<file path="config.mk">
export PLATFORM = sky130hd
export DESIGN_NAME = htif_ctrl
export DESIGN_NICKNAME = d
export VERILOG_FILES = /design/src/rtl/htif_pkg.sv /design/src/rtl/htif_fifo.sv /design/src/rtl/htif_ctrl.sv
export SDC_FILE = /design/constraint.sdc
export NUM_CORES = 1
export LEC_CHECK = 0
export BUFFER_PORTS_ARGS = -buffer_cell sky130_fd_sc_hd__buf_2
export CAP_MARGIN = 20
export CORE_ASPECT_RATIO = 1.5
export CORE_MARGIN = 4
export CORE_UTILIZATION = 35
export CTS_BUF_LIST = sky130_fd_sc_hd__clkbuf_4 sky130_fd_sc_hd__clkbuf_8
export CTS_CLUSTER_SIZE = 25
export DETAILED_ROUTE_END_ITERATION = 10
export SYNTH_ARGS = -nofsm -noshare
export SYNTH_HDL_FRONTEND = slang
export SYNTH_SLANG_ARGS = --single-unit
export TNS_END_PERCENT = 50
</file>
<file path="constraint.sdc">
create_clock -name CLK -period 9.65 [get_ports CLK]
set_clock_uncertainty 0.15 [all_clocks]
set_input_delay 1.4475 -clock CLK [delete_from_list [all_inputs] [get_ports CLK]]
set_output_delay 1.4475 -clock CLK [all_outputs]
set_load 0.01 [all_outputs]
</file>
<file path="src/rtl/htif_pkg.sv">
// Shared types and tohost field helpers for the HTIF controller.
package htif_pkg;
   typedef enum logic [2:0] {ST_IDLE, ST_DECODE, ST_PUSH, ST_ACK, ST_HALT} state_t;

   localparam logic [7:0]  DEV_SYS       = 8'd0;
   localparam logic [7:0]  DEV_CON       = 8'd1;
   localparam logic [7:0]  CMD_PUTC      = 8'd1;
   localparam logic [31:0] WDT_EXIT_CODE = 32'hFFFF_FFFF;

   function automatic logic [7:0] th_dev(input logic [63:0] t);
      return t[63:56];
   endfunction

   function automatic logic [7:0] th_cmd(input logic [63:0] t);
      return t[55:48];
   endfunction

   function automatic logic [7:0] th_byte(input logic [63:0] t);
      return t[7:0];
   endfunction

   function automatic logic [31:0] th_exit_code(input logic [63:0] t);
      return t[32:1];
   endfunction

   // Acknowledge word echoes dev/cmd with a payload of 1.
   function automatic logic [63:0] th_ack(input logic [63:0] t);
      return {t[63:48], 48'd1};
   endfunction
endpackage

</file>
<file path="src/rtl/htif_fifo.sv">
// Synchronous console FIFO; extra pointer bit separates full from empty.
module htif_fifo #(
   parameter int WIDTH = 8,
   parameter int DEPTH = 16
) (
   input  logic             CLK,
   input  logic             RST,
   input  logic             push,
   input  logic [WIDTH-1:0] wdata,
   input  logic             pop,
   output logic             full,
   output logic             empty,
   output logic [WIDTH-1:0] rdata
);
   localparam int AW = $clog2(DEPTH);

   logic [WIDTH-1:0] mem [DEPTH];
   logic [AW:0]      wr_ptr, rd_ptr;
   logic             do_push, do_pop;

   assign empty   = (wr_ptr == rd_ptr);
   assign full    = (wr_ptr[AW] != rd_ptr[AW]) && (wr_ptr[AW-1:0] == rd_ptr[AW-1:0]);
   assign do_push = push && !full;
   assign do_pop  = pop && !empty;
   // Head reads as zero when empty so the output is clean straight out of reset.
   assign rdata   = empty ? '0 : mem[rd_ptr[AW-1:0]];

   always_ff @(posedge CLK or posedge RST) begin
      if (RST) begin
         wr_ptr <= '0;
         rd_ptr <= '0;
      end else begin
         if (do_push) wr_ptr <= wr_ptr + {{AW{1'b0}}, 1'b1};
         if (do_pop)  rd_ptr <= rd_ptr + {{AW{1'b0}}, 1'b1};
      end
   end

   always_ff @(posedge CLK) begin
      if (do_push) mem[wr_ptr[AW-1:0]] <= wdata;
   end
endmodule

</file>
<file path="src/rtl/htif_ctrl.sv">
// HTIF controller: decodes tohost writes into exit / putchar / ack and sequences the reply.
// Optional watchdog enabled by defining HTIF_WATCHDOG_EN.
module htif_ctrl
   import htif_pkg::*;
#(
   parameter int XLEN       = 64,
   parameter int CON_DEPTH  = 16,
   parameter int WDT_CYCLES = 1000000
) (
   input  logic            CLK,
   input  logic            RST,
   input  logic            tohost_we,
   input  logic [XLEN-1:0] tohost,
   output logic            tohost_busy,
   output logic            fromhost_we,
   output logic [XLEN-1:0] fromhost,
   output logic            con_valid,
   input  logic            con_ready,
   output logic [7:0]      con_data,
   output logic            exit_valid,
   output logic [31:0]     exit_code,
   output logic            overrun,
   output logic            wdt_expired
);
   state_t          state, state_nx;
   logic [XLEN-1:0] req;
   logic            wdt_hit;
   logic            fifo_push, fifo_full, fifo_empty;
   logic            is_exit, is_putc;

   assign is_exit = (th_dev(req) == DEV_SYS) && req[0];
   assign is_putc = (th_dev(req) == DEV_CON) && (th_cmd(req) == CMD_PUTC);

`ifdef HTIF_WATCHDOG_EN
   logic [31:0] wdt_cnt;

   assign wdt_hit = (state != ST_HALT) && (wdt_cnt == 32'(WDT_CYCLES - 1));

   always_ff @(posedge CLK or posedge RST) begin
      if (RST) begin
         wdt_cnt     <= '0;
         wdt_expired <= 1'b0;
      end else begin
         if (state != ST_HALT) wdt_cnt <= wdt_cnt + 32'd1;
         if (wdt_hit)          wdt_expired <= 1'b1;
      end
   end
`else
   assign wdt_hit     = 1'b0;
   assign wdt_expired = 1'b0;
`endif

   always_ff @(posedge CLK or posedge RST) begin
      if (RST) state <= ST_IDLE;
      else     state <= state_nx;
   end

   // Watchdog expiry preempts everything, including a same-cycle DECODE exit.
   always_comb begin
      state_nx = state;
      if (wdt_hit) begin
         state_nx = ST_HALT;
      end else begin
         case (state)
            ST_IDLE:   if (tohost_we) state_nx = ST_DECODE;
            ST_DECODE: state_nx = is_exit ? ST_HALT : (is_putc ? ST_PUSH : ST_ACK);
            ST_PUSH:   if (!fifo_full) state_nx = ST_ACK;
            ST_ACK:    state_nx = ST_IDLE;
            ST_HALT:   state_nx = ST_HALT;
            default:   state_nx = ST_IDLE;
         endcase
      end
   end

   always_comb begin
      tohost_busy = (state != ST_IDLE);
      fifo_push   = (state == ST_PUSH) && !fifo_full && !wdt_hit;
      fromhost_we = (state == ST_ACK) && !wdt_hit;
      fromhost    = fromhost_we ? th_ack(req) : '0;
   end

   always_ff @(posedge CLK or posedge RST) begin
      if (RST) begin
         req        <= '0;
         exit_valid <= 1'b0;
         exit_code  <= '0;
         overrun    <= 1'b0;
      end else if (wdt_hit) begin
         exit_valid <= 1'b1;
         exit_code  <= WDT_EXIT_CODE;
      end else begin
         if (state == ST_IDLE && tohost_we) req <= tohost;
         if (state == ST_DECODE && is_exit) begin
            exit_valid <= 1'b1;
            exit_code  <= th_exit_code(req);
         end
         if (tohost_we && (state inside {ST_DECODE, ST_PUSH, ST_ACK})) overrun <= 1'b1;
      end
   end

   htif_fifo #(.WIDTH(8), .DEPTH(CON_DEPTH)) u_con_fifo (
      .CLK   (CLK),
      .RST   (RST),
      .push  (fifo_push),
      .wdata (th_byte(req)),
      .pop   (con_ready),
      .full  (fifo_full),
      .empty (fifo_empty),
      .rdata (con_data)
   );

   assign con_valid = !fifo_empty;
endmodule
</file>
==> impl_results.md, run 1 <==
- Status: finished clean
- Slew HR: 26.6%
- WL/cell: 18.4 microns
- Core ar.: 0.0265 sq mm
- Initial Utilization: 35.5%
- P_leak: 4.50 nW
- Register bit total from synthesis: 224
- Detailed-router iteration count before antenna repair: 6
- Synth warn: 0
- Fmax: 215 MHz
- Startpoint types: flip-flop
- Worst-Skew Late Latency: 0.48 ns
- Initial antenna violation count: 0
- Worst r2r dst: u_con_fifo.mem[12][7]$_DFFE_PP_
- TritonCTS clock tree: built
- Placed cell area: 0.0101 sq mm
- H-tree depth: 2
- Fraction of layout cells with a size suffix above 1: 42.2%
- Main synth FF type: edfxtp_1
- Largest net degree at the start of global routing: 71
- DR vias: 4,929
- Worst hold start: exit_valid$_DFFE_PP0P_
- CTS Hold Bufs: 0
- Inst Count DP: 971
- Setup Buffers After CTS: 0
- Clock slew seen by the registers of the worst setup and hold paths: 0.06 ns
- IO Port Bufs: 114
- Mapped cell area: 0.00939 sq mm
- Slowest cell on crit path: dfrtp_2
- Hold WC Path Type: flip-flop to flip-flop
- CP delay by family, top: simple AND/OR/NAND/NOR gates
- Worst path required time: 8.05 ns
- Hold WS: 0.314 ns
- WHS Endpoint: exit_valid$_DFFE_PP0P_
- Critical register-to-register path startpoint: u_con_fifo.rd_ptr[3]$_DFFE_PP0P_
- Layout Cells excl Fill: 1,032
- Global-route wire length before repair: 29,700 microns
- Remaining DRCs: 0
- Post-synth EDFFs: 128
- Worst slew pin tran: 1.10 ns
- # rows: 73
- VDD IR max: 0.140 mV
- Design Area, Final: 0.0108 sq mm
- Synth-to-layout area growth: 14.8%
- Clk root buf: clkbuf_8
- Final Max Slew Viols: 0
- Power Density: 302 mW/mm^2
- CP Max Fanout: 35
- Routed Antenna Nets: 0
- Worst reg2reg path depth: 4
- Most frequent cells in the layout: 128 x edfxtp_1, 114 x buf_2, 94 x dfrtp_1
- # Max-Cap Violations: 0
- Post-cts repair resize count: 0
- IO Pins: 178
- Syn_area_per_cell: 17.3 sq um
- Overall die width: 142 microns
- Detailed Place HPWL: 12,900 microns
- Global route overflow: 0
- Final Wtd Congestion: 0.731
- Setup_tns: 0 ns
- Clock Path Buffers: 3
- Library cells used by synthesis: 43
- Ys async rst share: 42.9%
- Tcrit/Tclk final: 48.3%
- Filler instances: 2,446
- Via-to-Cell Ratio: 4.78
- Clk sinks: 224
- All-Layer GR Usage: 12.6%
- Final min period: 4.66 ns
- First DRT Iteration DRCs: 201
- CP endpoint kind: primary output
- Crit path kind: flip-flop to primary output
- Worst Path Arrival: 3.06 ns
- Final setup vio count: 0
- Drt total wl: 19,000 microns
- CP max stage delay: 0.91 ns
- RSZ-0062 raised after global routing: false
- Final #Nets: 743
- Diodes inserted: 0
- Die area: 0.0296 sq mm
- Post-synthesis cell count: 543
- Hold Path Depth: 1
- Vias in the first global route: 5,301
- CTS buffer count: 34
- Most common cell after layout, fill and taps aside: edfxtp_1
- Reg2Reg Setup Slack: 6.44 ns
- Die height: 209 microns
- Bufs and invs on worst path: 1
- Seq/Total Area, Yosys: 66.5%
- CP cell instances: xnor2_1 -> nand4_1 -> nor2_1 -> a21oi_1 -> buf_2
- Fin. Hold Viols: 0
- Final core occ: 40.7%
## power by group
group | switching (mW) | internal (mW) | total [mW]
Combinational | 0.450 | 0.480 | 0.930
Sequential | 0.245 | 1.30 | 1.54
Clock | 0.341 | 0.442 | 0.783
## layer usage
layer	global-route usage [%]	share of wire, %
met2	22.2	53
met1	15.5	40
met5	0	0
met4	3.44	2.0
met3	2.91	5.9
## synthesized netlist by cell type, types with 2 or more instances
master	n	area share, %
dfrtp_1	96	26
o2111ai_1	2	0.19
mux4_2	32	7.7
and3_1	12	0.80
buf_2	2	0.11
a22oi_1	16	1.3
nor2b_1	4	0.27
buf_4	49	3.9
nand3b_1	2	0.16
xnor2_1	11	1.0
xor2_1	3	0.28
or4_1	2	0.16
nand2_1	2	0.080
a21oi_1	10	0.53
o21ai_0	3	0.16
edfxtp_1	128	41
inv_1	6	0.24
mux2_2	55	6.6
buf_12	2	0.43
and2_1	21	1.4
nand2b_1	3	0.20
or3_1	2	0.13
ha_1	5	0.67
nor3_1	3	0.16
buf_1	2	0.080
nand4_1	3	0.20
clkbuf_1	17	0.68
mux2_4	28	4.5
nor2_1	8	0.32
## worst max-delay path by stage
stage | start | endpoint | slack [ns] | cells after the start
2_1_floorplan | RST | exit_code[0]$_DFFE_PP0P_ | 5.55 | 1
3_3_place_gp | u_con_fifo.rd_ptr[3]$_DFFE_PP0P_ | con_data[6] | 5.40 | 5
3_5_place_dp | u_con_fifo.rd_ptr[3]$_DFFE_PP0P_ | con_data[6] | 5.42 | 5
4_1_cts | u_con_fifo.rd_ptr[3]$_DFFE_PP0P_ | con_data[6] | 4.87 | 5
5_1_grt | u_con_fifo.rd_ptr[0]$_DFFE_PP0P_ | con_data[6] | 4.73 | 6
6_report | u_con_fifo.rd_ptr[3]$_DFFE_PP0P_ | con_data[3] | 4.99 | 5
## per-stage QoR
stage | worst slack, ns | power, mW
3_5_place_dp | 5.42 | 2.51
4_1_cts | 4.87 | 3.31
3_3_place_gp | 5.40 | 2.46
6_report | 4.99 | 3.25
5_1_grt | 4.73 | 3.45
2_1_floorplan | 5.55 | 2.15
## cell type report
type                    instances  area (sq um)  area share (%)
flip-flops and latches        224          6250            58.0
multi-input cells             286          2790            25.9
clock buffers                  51           627            5.82
well taps                     337           422            3.91
repair buffers                118           601            5.57
clock inverters                10          66.3           0.615
inverters                       6          25.0           0.232
## registers in the layout, summed over array words and instances, names as in the netlist
register	cells
exit_valid	1
req	49
u_con_fifo.rd_ptr	5
u_con_fifo.mem	128
exit_code	32
overrun	1
u_con_fifo.wr_ptr	5
state	3
## kinds of logic (layout without fill, tap and decap cells)
family | after synthesis | in the layout | synth area share [%]
multiplexers | 115 | 115 | 18.7
adder cells (fa/ha/maj) | 5 | 5 | 0.666
XOR/XNOR | 14 | 14 | 1.31
AO/OA/AOI/OAI | 37 | 37 | 2.71
other | 1 | 48 | 0.0399
buffers and inverters | 80 | 185 | 5.73
AND/OR/NAND/NOR | 67 | 67 | 4.29
flip-flops | 224 | 224 | 66.5
## worst reg2reg max path, cell delays in order (launching register included)
cell and delay, ns:
dfrtp_2 0.91, xnor2_1 0.17, and4_1 0.29, a21oi_1 0.70
and3_1 0.61
Power figures use the tool's default switching activity.
==> run 2: changes to the inputs <==
--- a/config.mk
+++ b/config.mk
@@ -5,6 +5,7 @@
 export SDC_FILE = /design/constraint.sdc
 export NUM_CORES = 1
 export LEC_CHECK = 0
+export ABC_AREA = 1
 export BUFFER_PORTS_ARGS = -buffer_cell sky130_fd_sc_hd__buf_2
 export CAP_MARGIN = 20
 export CORE_ASPECT_RATIO = 1.5
==> constraint.sdc (replaced) <==
create_clock -name CLK -period 3.95 [get_ports CLK]
set_clock_uncertainty 0.15 [all_clocks]
set_input_delay 0.5925 -clock CLK [delete_from_list [all_inputs] [get_ports CLK]]
set_output_delay 0.5925 -clock CLK [all_outputs]
set_load 0.01 [all_outputs]
==> impl_results.md, run 2 <==
- Status: finished clean
- Setup Buffers After CTS: 0
- Die height: 218 microns
- Fraction of layout cells with a size suffix above 1: 20.5%
- Synth warn: 0
- Mapped cell area: 0.0103 sq mm
- Post-cts repair resize count: 0
- CP most frequent cell: nand2_1
- CTS buffer count: 35
- Initial antenna violation count: 0
- CP cell instances: buf_4 -> nand2_1 -> nand2_1 -> nor2_4 -> nand3b_2 -> nand2_1 -> nor2_1 -> buf_2
- VDD IR max: 0.286 mV
- Placed cell area: 0.0110 sq mm
- First DRT Iteration DRCs: 313
- Max FFs per register: 128
- Final setup margin: 0.505 ns
- Vias in the first global route: 6,972
- RSZ-0062 raised after global routing: false
- Register bit total from synthesis: 224
- H-tree depth: 2
- Global-route wire length before repair: 36,700 microns
- Hold WC Path Type: primary input to asynchronous set/reset pin
- IO Port Bufs: 114
- CP Max Fanout: 22
- Clk root buf: clkbuf_8
- Largest net degree at the start of global routing: 76
- Core ar.: 0.0288 sq mm
- Worst reg2reg path depth: 7
- Power Density: 695 mW/mm^2
- All-Layer GR Usage: 14.4%
- Most common cell after layout, fill and taps aside: nand2_1
- CTS Hold Bufs: 0
- Worst-Skew Late Latency: 0.53 ns
- Worst path required time: 3.21 ns
- DR vias: 6,928
- Top cell type's share of synthesized area: 37.4%
- Drt total wl: 23,400 microns
- # Max-Cap Violations: 0
- Most frequent cell after synthesis: nand2_1
- Final Max Slew Viols: 0
- Startpoint types: flip-flop
- Syn_area_per_cell: 9.92 sq um
- Detailed Place HPWL: 15,000 microns
- Crit path kind: flip-flop to primary output
- Library cells used by synthesis: 32
- CP max stage delay: 0.74 ns
- Slowest cell on crit path: dfrtp_1
- Clk sinks: 224
- # rows: 76
- Clock Path Buffers: 3
- Cell taking the most area after synthesis: edfxtp_1
- Remaining DRCs: 0
- CP endpoint kind: primary output
- Design Area, Final: 0.0117 sq mm
- P_leak: 5.71 nW
- Via-to-Cell Ratio: 4.42
- Main synth FF type: edfxtp_1
- Final Wtd Congestion: 0.773
- Worst slew pin tran: 0.855 ns
- Ys async rst share: 42.9%
- Final core occ: 40.6%
- Worst Path Arrival: 2.70 ns
- Synth-to-layout area growth: 13.9%
- Slew HR: 42.8%
- Final min period: 3.45 ns
- Routed Antenna Nets: 0
- Detailed-router iteration count before antenna repair: 4
- Tcrit/Tclk final: 87.2%
- Overall die width: 148 microns
- Post-synth EDFFs: 128
- Final #Nets: 1,222
- Seq/Total Area, Yosys: 60.8%
- Initial Utilization: 35.7%
- WL/cell: 14.9 microns
- Fmax: 290 MHz
- Final setup vio count: 0
- Clock slew seen by the registers of the worst setup and hold paths: 0.07 ns
- Diodes inserted: 0
- Most frequent cells in the layout: 274 x nand2_1, 139 x nand3_1, 130 x inv_1
- Global route overflow: 0
- Die area: 0.0322 sq mm
- Post-place setup slack: 1.01 ns
- IO Pins: 178
- Post-synthesis cell count: 1,036
- Setup_tns: 0 ns
- Post-synth top cells: 275 x nand2_1, 139 x nand3_1, 131 x inv_1, 128 x edfxtp_1, 96 x dfrtp_1
- Fin. Hold Viols: 0
- TritonCTS clock tree: built
- Main area contributors after synthesis: edfxtp_1 37%, dfrtp_1 23%, nand2_1 10%
## run 2: cell types whose count changed in the layout (fill, tap and decap cells not counted), moves of 11 or more
cell and change:
nand2_1 +272, nand3_1 +138, inv_1 +125, nor2_1 +66, mux2_2 -39, mux4_2 -32
and2_1 -21, a22oi_1 -16, a21oi_1 +15, and3_1 -12, mux2_4 -11
## run 2: worst paths after layout
| kind | start | to | slack (ns) |
|---|---|---|---|
| min | RST | req[3]$_DFFE_PP0P_ | 0.07 |
| max | u_con_fifo.rd_ptr[1]$_DFFE_PP0P_ | con_data[4] | 0.50 |
| min reg2reg | overrun$_DFFE_PP0P_ | overrun$_DFFE_PP0P_ | 0.30 |
| min in group CLK | tohost[31] | req[31]$_DFFE_PP0P_ | 0.14 |
| max in group asynchronous | RST | exit_code[12]$_DFFE_PP0P_ | 2.87 |
| max reg2reg | u_con_fifo.rd_ptr[1]$_DFFE_PP0P_ | u_con_fifo.mem[5][2]$_DFFE_PP_ | 1.01 |
## run 2: layer usage
| layer | vias up | routed length (microns) | global-route usage, % |
|---|---|---|---|
| met5 | - | 0 | 0 |
| met1 | 3229 | 9300 | 16.5 |
| met3 | 49 | 1460 | 3.16 |
| li1 | 3429 | - | - |
| met4 | 0 | 678 | 6.07 |
| met2 | 221 | 12000 | 25.8 |
## run 2: logic make-up (layout without fill, tap and decap cells)
family / after synthesis / after routing / synth area share (%)
buffers and inverters: 231 / 324 / 11.2
adder cells (fa/ha/maj): 5 / 5 / 0.609
XOR/XNOR: 9 / 9 / 0.841
AO/OA/AOI/OAI: 28 / 28 / 1.40
multiplexers: 33 / 33 / 4.24
other: 1 / 48 / 0.0365
AND/OR/NAND/NOR: 505 / 505 / 20.9
flip-flops: 224 / 224 / 60.8
## run 2: cell type report
type | count | area (sq um)
sequential | 224 | 6250
clock inverter | 13 | 93.8
tap | 390 | 488
timing repair buffer | 125 | 678
clock buffer | 51 | 633
inverter | 135 | 509
fill | 2836 | 17100
multi-input combinational | 628 | 3050
## run 2: critical path, delay by kind of cell, from the launching register on
kind	cells	cell delay [ns]
flops	1	0.74
buf+inv	2	0.57
simple gates	6	0.85
## run 2: through the flow
step,power (mW),instances,hold slack (ns)
6_report,8.13,1566,0.0658
5_1_grt,8.68,1566,0.114
4_1_cts,8.24,1566,0.0792
3_5_place_dp,6.21,1502,0.292
3_3_place_gp,6.17,1502,0.290
2_1_floorplan,5.38,1083,0.320
## run 2: where the power goes
part           total (mW)  internal [mW]  leakage (nW)  switching, mW
combinational        2.59          0.950          2.98           1.64
sequential           3.54           3.07          2.35          0.472
clock                2.00           1.10         0.381          0.895
